`src/rtl/serial_sub8.sv`:
```
// -----------------------------------------------------------------------------
// serial_sub8
//   Bit-serial subtractor. Computes diff = a - b - bin (mod 2^WIDTH) one bit
//   per clock, LSB first. It also reports the borrow-out of the MSB stage and
//   the signed two's-complement overflow.
//
//   A start accepted in IDLE captures the operands (edge E0). After that, RUN
//   takes exactly WIDTH edges. The results are published on the last RUN edge,
//   done pulses for one cycle in DONE, and the FSM then returns to IDLE.
//
// Ports
//   clk    in   1      rising-edge clock
//   rst_n  in   1      asynchronous active-low reset
//   start  in   1      capture operands and begin (only honoured in IDLE)
//   a      in   WIDTH  minuend
//   b      in   WIDTH  subtrahend
//   bin    in   1      borrow-in
//   busy   out  1      high while in RUN
//   done   out  1      one-cycle pulse: new result valid
//   diff   out  WIDTH  a - b - bin, modulo 2^WIDTH
//   bout   out  1      borrow-out (1 = unsigned a < b + bin)
//   ovf    out  1      signed overflow of the subtraction
//
// States
//   state | meaning
//   IDLE  | waiting for start; outputs hold last result
//   RUN   | one bit processed per edge, WIDTH edges total
//   DONE  | result just published, done=1 for this cycle
// -----------------------------------------------------------------------------
module serial_sub8 #(
  parameter int WIDTH = 8
) (
  input  logic             clk,
  input  logic             rst_n,
  input  logic             start,
  input  logic [WIDTH-1:0] a,
  input  logic [WIDTH-1:0] b,
  input  logic             bin,
  output logic             busy,
  output logic             done,
  output logic [WIDTH-1:0] diff,
  output logic             bout,
  output logic             ovf
);

  // The counter must be able to reach WIDTH, because it increments on the last edge too.
  localparam int CW = $clog2(WIDTH + 1);
  localparam logic [CW-1:0] LAST_CNT = CW'(WIDTH - 1);

  typedef enum logic [1:0] {
    IDLE = 2'd0,
    RUN  = 2'd1,
    DONE = 2'd2
  } state_t;

  state_t state_q, state_d;

  logic [WIDTH-1:0] a_sh_q, a_sh_d;
  logic [WIDTH-1:0] b_sh_q, b_sh_d;
  logic [WIDTH-1:0] res_sh_q, res_sh_d;
  logic             br_q, br_d;
  logic [CW-1:0]    cnt_q, cnt_d;
  logic             a_msb_q, a_msb_d;
  logic             b_msb_q, b_msb_d;
  logic [WIDTH-1:0] diff_q, diff_d;
  logic             bout_q, bout_d;
  logic             ovf_q, ovf_d;

  // One full-subtractor slice on the current LSBs.
  logic             bit_d;
  logic             br_nxt;
  logic             last_bit;
  logic [WIDTH-1:0] res_next;

  assign bit_d    = a_sh_q[0] ^ b_sh_q[0] ^ br_q;
  assign br_nxt   = (~a_sh_q[0] & b_sh_q[0]) | (~(a_sh_q[0] ^ b_sh_q[0]) & br_q);
  assign last_bit = (cnt_q == LAST_CNT);
  assign res_next = {bit_d, res_sh_q[WIDTH-1:1]};

  // Once WIDTH bits have been shifted in, the stale LSB of res_sh_q falls off the end.
  logic res_lsb_unused;
  assign res_lsb_unused = res_sh_q[0];

  // ---------------------------------------------------------------------------
  // State register
  // ---------------------------------------------------------------------------
  always_ff @(posedge clk or negedge rst_n) begin
    if (!rst_n) begin
      state_q <= IDLE;
    end else begin
      state_q <= state_d;
    end
  end

  // ---------------------------------------------------------------------------
  // Next-state logic
  // ---------------------------------------------------------------------------
  always_comb begin
    state_d = state_q;
    case (state_q)
      IDLE:    if (start) state_d = RUN;
      RUN:     if (last_bit) state_d = DONE;
      DONE:    state_d = IDLE;
      default: state_d = IDLE;
    endcase
  end

  // ---------------------------------------------------------------------------
  // Outputs decoded from state
  // ---------------------------------------------------------------------------
  always_comb begin
    busy = 1'b0;
    done = 1'b0;
    case (state_q)
      RUN:     busy = 1'b1;
      DONE:    done = 1'b1;
      default: ;
    endcase
  end

  // ---------------------------------------------------------------------------
  // Datapath next-state
  // ---------------------------------------------------------------------------
  always_comb begin
    a_sh_d   = a_sh_q;
    b_sh_d   = b_sh_q;
    res_sh_d = res_sh_q;
    br_d     = br_q;
    cnt_d    = cnt_q;
    a_msb_d  = a_msb_q;
    b_msb_d  = b_msb_q;
    diff_d   = diff_q;
    bout_d   = bout_q;
    ovf_d    = ovf_q;

    case (state_q)
      IDLE: begin
        if (start) begin
          a_sh_d   = a;
          b_sh_d   = b;
          res_sh_d = '0;
          br_d     = bin;
          cnt_d    = '0;
          // Keep the operand sign bits, because the shift registers lose them.
          a_msb_d  = a[WIDTH-1];
          b_msb_d  = b[WIDTH-1];
        end
      end
      RUN: begin
        a_sh_d   = {1'b0, a_sh_q[WIDTH-1:1]};
        b_sh_d   = {1'b0, b_sh_q[WIDTH-1:1]};
        res_sh_d = res_next;
        br_d     = br_nxt;
        cnt_d    = cnt_q + CW'(1);
        if (last_bit) begin
          // The bit processed on this edge is diff[MSB].
          diff_d = res_next;
          bout_d = br_nxt;
          ovf_d  = (a_msb_q ^ b_msb_q) & (bit_d ^ a_msb_q);
        end
      end
      default: ;
    endcase
  end

  // ---------------------------------------------------------------------------
  // Datapath registers
  // ---------------------------------------------------------------------------
  always_ff @(posedge clk or negedge rst_n) begin
    if (!rst_n) begin
      a_sh_q   <= '0;
      b_sh_q   <= '0;
      res_sh_q <= '0;
      br_q     <= 1'b0;
      cnt_q    <= '0;
      a_msb_q  <= 1'b0;
      b_msb_q  <= 1'b0;
      diff_q   <= '0;
      bout_q   <= 1'b0;
      ovf_q    <= 1'b0;
    end else begin
      a_sh_q   <= a_sh_d;
      b_sh_q   <= b_sh_d;
      res_sh_q <= res_sh_d;
      br_q     <= br_d;
      cnt_q    <= cnt_d;
      a_msb_q  <= a_msb_d;
      b_msb_q  <= b_msb_d;
      diff_q   <= diff_d;
      bout_q   <= bout_d;
      ovf_q    <= ovf_d;
    end
  end

  assign diff = diff_q;
  assign bout = bout_q;
  assign ovf  = ovf_q;

endmodule

```
`config.mk`:
```
export PLATFORM = sky130hd
export DESIGN_NAME = serial_sub8
export DESIGN_NICKNAME = d
export VERILOG_FILES = /design/src/rtl/serial_sub8.sv
export SDC_FILE = /design/constraint.sdc
export NUM_CORES = 1
export LEC_CHECK = 0
export ABC_AREA = 0
export BUFFER_PORTS_ARGS = -buffer_cell sky130_fd_sc_hd__buf_2
export CAP_MARGIN = 20
export CORE_MARGIN = 1.5
export CORE_UTILIZATION = 35
export DETAILED_ROUTE_END_ITERATION = 10
export GPL_TIMING_DRIVEN = 0
export PLACE_DENSITY_LB_ADDON = 0.25
export RECOVER_POWER = 25
export SKIP_CTS_REPAIR_TIMING = 1
export SLEW_MARGIN = 5
export SYNTH_ARGS = -nofsm -noshare
export SYNTH_HDL_FRONTEND = slang
export SYNTH_SLANG_ARGS = --single-unit
```
`constraint.sdc`:
```
create_clock -name clk -period 3.3 [get_ports clk]
set_input_delay 0.33 -clock clk [delete_from_list [all_inputs] [get_ports clk]]
set_output_delay 0.33 -clock clk [all_outputs]
set_load 0.02 [all_outputs]
```
Yosys cells after proc, flatten, opt, wreduce, memory -nomap -nowiden
Cells that the tools add are included.
Word-level totals
  output and inout bits: 12
  bits of input ports: 20
  logic and storage cells: 48
  flip-flop bits (word level): 43
Cells by class
  reduce and logical (&&, ||, !) cells: 6
  mux-type cells: 15
  eq/ne operators: 5
  $add $sub $neg: 1
  bitwise operators: 10
Operator list (count)
  8-bit one-hot mux with 2 select lines: 3
  8-bit 2-to-1 mux: 3
  4-bit one-hot mux with 2 select lines: 1
  2-bit AND reduction: 4
  4-bit by 1-bit adder with 4-bit output, second input constant: 1
  4-bit by 3-bit == test with 1-bit output, second input constant: 1
  2-bit 2-to-1 mux: 2
  4-bit 2-to-1 mux: 1
  2-bit inequality test, second input constant: 2
  2-bit one-hot mux with 2 select lines: 1
  1-bit XOR: 4
  1-bit bitwise AND: 3
  1-bit 2-to-1 mux: 3
  2-bit by 1-bit == test with 1-bit output, second input constant: 1
  2-bit == test, second input constant: 1
  2-bit zero test: 1
  1-bit inverter: 2
  1-bit one-hot mux with 2 select lines: 1
  2-bit nonzero test: 1
  1-bit bitwise OR: 1

Depth between registers and ports, before layout
  depth in word-level cells: 5
  gate-level depth with buffers: 5
  mapped depth without buffers: 5

Worst setup path before layout
No wires, ideal clock.
  path type: register -> output
  start: reg state_q[1]
  end: out done
  setup slack: 1799 ps
  data required time: 2970 ps
  arrival: 1171 ps
  stages on the path, launching flop included: 4
  buffers on the path: 2
  cells stage by stage: dfrtp_1 > buf_2 > clkbuf_1 > nor2b_1
On the way
  cells in the longest elaborated chain, start to end: 2
Ends and longest elaborated chain
  from (decl): RTL line 56  | state_t state_q, state_d;
  from (signal assigned): RTL line 91  | state_q <= state_d;
  2-bit == test: RTL line 114  | case (state_q)
  1-bit 2-to-1 mux: RTL line 114
  to (decl): RTL line 40  | output logic done,
Every way passes these cells.

Worst setup path after layout
Ends and elaborated chain as after synthesis.

==> results.sh <==
export IMPL_status="finished with violations"
export IMPL_violations="capacitance limit, slew limit"
export IMPL_seqPwrFrac=0.404
export IMPL_layout_common_cells="dfrtp_1, buf_2, a21oi_1, a22oi_1, nor2b_1"
export IMPL_period_needed_ps=2090
export IMPL_synth_distinct_cells=32
export IMPL_yosysTopAreaCellShare=0.538
export IMPL_num_rows=27
export IMPL_internal_power_uw=1400
export IMPL_synth_edf_count=0
export IMPL_worstHoldEndpoint="b_msb_q"
export IMPL_routed_via_density=5.00
export IMPL_slew_limit_headroom=-0.490
export IMPL_critPathKind="flop to primary output"
export IMPL_drcViolationCount=0
export IMPL_finalSetupViolCount=0
export IMPL_synth_avg_cell_area_sq_um=11.7
export IMPL_period_share=0.632
export IMPL_place_gp_congestion=0.757
export IMPL_portBuffers=31
export IMPL_final_antenna_net_count=0
export IMPL_finalNetCount=227
export IMPL_ff2ff_setup_slack_ps=1790
export IMPL_combPwrFrac=0.412
export IMPL_clkLatencyLatePin_ps=290
export IMPL_end_kind="primary output"
export IMPL_start_util=0.359
export IMPL_cp_arrival_ps=1760
export IMPL_yosys_warnings=0
export IMPL_path_clk_slew_ps=80
export IMPL_clock_sinks=42
export IMPL_cp_start_kind="flop"
export IMPL_cts_buffer_depth=2
export IMPL_worst_pin_slew_ps=2240
export IMPL_n_antenna_cell=0
export IMPL_hold_viol=0
export IMPL_rsz0062_at_grt="no"
export IMPL_synthTopCellsByArea="dfrtp_1, mux2_4, a22oi_1, nor2b_1, a21oi_1"
export IMPL_grt_pass1_vias=1408
export IMPL_r2r_start="b_sh_q[0]"
export IMPL_syn_num_nets=189
export IMPL_drt_pass1_iterations=4
export IMPL_timing_hold_ws_ps=278
export IMPL_cap_viol_max_count=1
export IMPL_hold_path_depth=2
export IMPL_finalNonFillerCells=278
export IMPL_core_area_sq_um=5440
export IMPL_yosysSeqAreaShare=0.538
export IMPL_cts_root_buffer="clkbuf_8"
export IMPL_min_path_type="primary input to flop"
export IMPL_timing_final_ws_setup_ps=1210
export IMPL_drt_wl_total_mm=4.05
export IMPL_drive_above_1_share=0.291
export IMPL_numCtsBuffers=5
export IMPL_mappedNetlistArea_sq_um=1950
export IMPL_synth_largest_area_cell="dfrtp_1"
export IMPL_htree_num_levels=2
export IMPL_p_leak_uw=0.00106
export IMPL_ir_drop_v=0.000287
export IMPL_required_ps=2970
export IMPL_die_w_microns=77.7
export IMPL_max_freq_mhz=480
export IMPL_maxSlewViolCount=43
export IMPL_place_ws_ps=1550
export IMPL_synthCells=167
export IMPL_wire_per_inst_microns=14.6
export IMPL_tns_ps=0
export IMPL_fin_skew_ps=6.51
export IMPL_grt_max_degree=43
export IMPL_dieHeight_microns=77.7
export IMPL_io_pin_count=32
export IMPL_async_flop_share=1.00
export IMPL_gr_usage_all_layers=0.150
export IMPL_grt_pass1_wl_mm=7.02
export IMPL_p_total_uw=2220
export IMPL_synth_seq_cells=42
export IMPL_dp_hpwl_mm=2.73
export IMPL_grt_ovfl_total=0
export IMPL_switchingPower_uw=819
export IMPL_p_sw_frac=0.369
export IMPL_antenna_found_initial=0
export IMPL_areaGrowthSynthToFinish_pct=18.1
export IMPL_first_iter_violations=95
export IMPL_worst_r2r_path_depth=5
export IMPL_path_max_fanout=10
export IMPL_die_area_sq_um=6030
export IMPL_final_common_cell="dfrtp_1"
export IMPL_synth_ff_type="dfrtp_1"
export IMPL_r2r_end="ovf"
export IMPL_num_vias=1389
export IMPL_power_density_nw_per_um2=963
export IMPL_min_delay_start="b[7]"
export IMPL_cts_tree="done"
export IMPL_dp_cells=270
export IMPL_p_clk_frac=0.184
critical path, cell delays in order, from the launching register on:
cell and delay (ps):
dfrtp_1 400, buf_2 240, clkbuf_1 400, nor2b_1 240, buf_2 190
metal layers:
metal | wire length [microns] | up-vias | part of all wire | global-route usage
li1 | - | 676 | - | -
met1 | 2030 | 671 | 0.50 | 0.219
met2 | 1770 | 37 | 0.44 | 0.219
met3 | 211 | 5 | 0.052 | 0.0376
met4 | 36 | 0 | 0.0089 | 0.0436
met5 | 0 | - | 0 | 0
per-stage QoR:
| step | utilization | area, sq um |
|---|---|---|
| floorplan | - | 1950 |
| global placement | 0.404 | 2200 |
| detailed placement | 0.404 | 2200 |
| CTS | 0.424 | 2310 |
| global route | 0.424 | 2310 |
| finish | 0.424 | 2310 |
layout make-up:
type                       instances  area [sq um]
buffer                            11          71.3
clock buffer                       6          72.6
clock inverter                     2          37.5
fill                             512          3130
inverter                           4          15.0
multi-input combinational        110           815
sequential                        42          1050
tap                               72          90.1
timing repair buffer              31           154
worst max-delay path by stage:
stage,to,from,slack [ps],cells after the start
after CTS,done,state_q[1],1190,4
after floorplan,done,state_q[1],1800,3
after global routing,a_sh_q[3],rst_n,830,1
final,done,state_q[1],1210,4
after detailed placement,done,state_q[1],1550,4
after global placement,done,state_q[1],1560,4
sequential cells by signal, summed over array words and instances (netlist names), 2 cells and up:
register  flops
diff          8
a_sh_q        8
b_sh_q        8
res_sh_q      7
state_q       2
cnt_q         4
cells in the mapped netlist (2+ instances only):
| library cell | count |
|---|---|
| mux2_4 | 9 |
| mux2_2 | 2 |
| inv_1 | 3 |
| nor2b_1 | 13 |
| dfrtp_1 | 42 |
| nor2_1 | 2 |
| a21oi_1 | 16 |
| clkbuf_1 | 2 |
| buf_2 | 5 |
| a22o_1 | 9 |
| and2b_1 | 4 |
| a22oi_1 | 14 |
| o21ai_1 | 10 |
| nand2_1 | 6 |
| buf_6 | 2 |
| a2bb2oi_1 | 3 |
| nand3_1 | 3 |
| o21ai_0 | 8 |
cells by family (layout without fill, tap and decap cells):
| group | count (synthesis) | count (layout) | synth area share |
|---|---|---|---|
| AOI/OAI and AO/OA | 62 | 62 | 0.202 |
| DFF | 42 | 42 | 0.538 |
| and+or+nand+nor | 33 | 33 | 0.107 |
| buffers and inverters | 15 | 54 | 0.0442 |
| muxes | 13 | 13 | 0.0917 |
| adders and majority gates | 2 | 2 | 0.0167 |
power by group through the flow:
| stage | clock, uW | combinational [uW] | sequential, uW |
|---|---|---|---|
| after detailed placement | 0 | 926 | 906 |
| final | 408 | 914 | 898 |
| after global placement | 0 | 906 | 901 |
| after floorplan | 0 | 639 | 933 |
| after global routing | 445 | 1020 | 931 |
| after CTS | 417 | 929 | 897 |
Power figures use the tool's default switching activity.
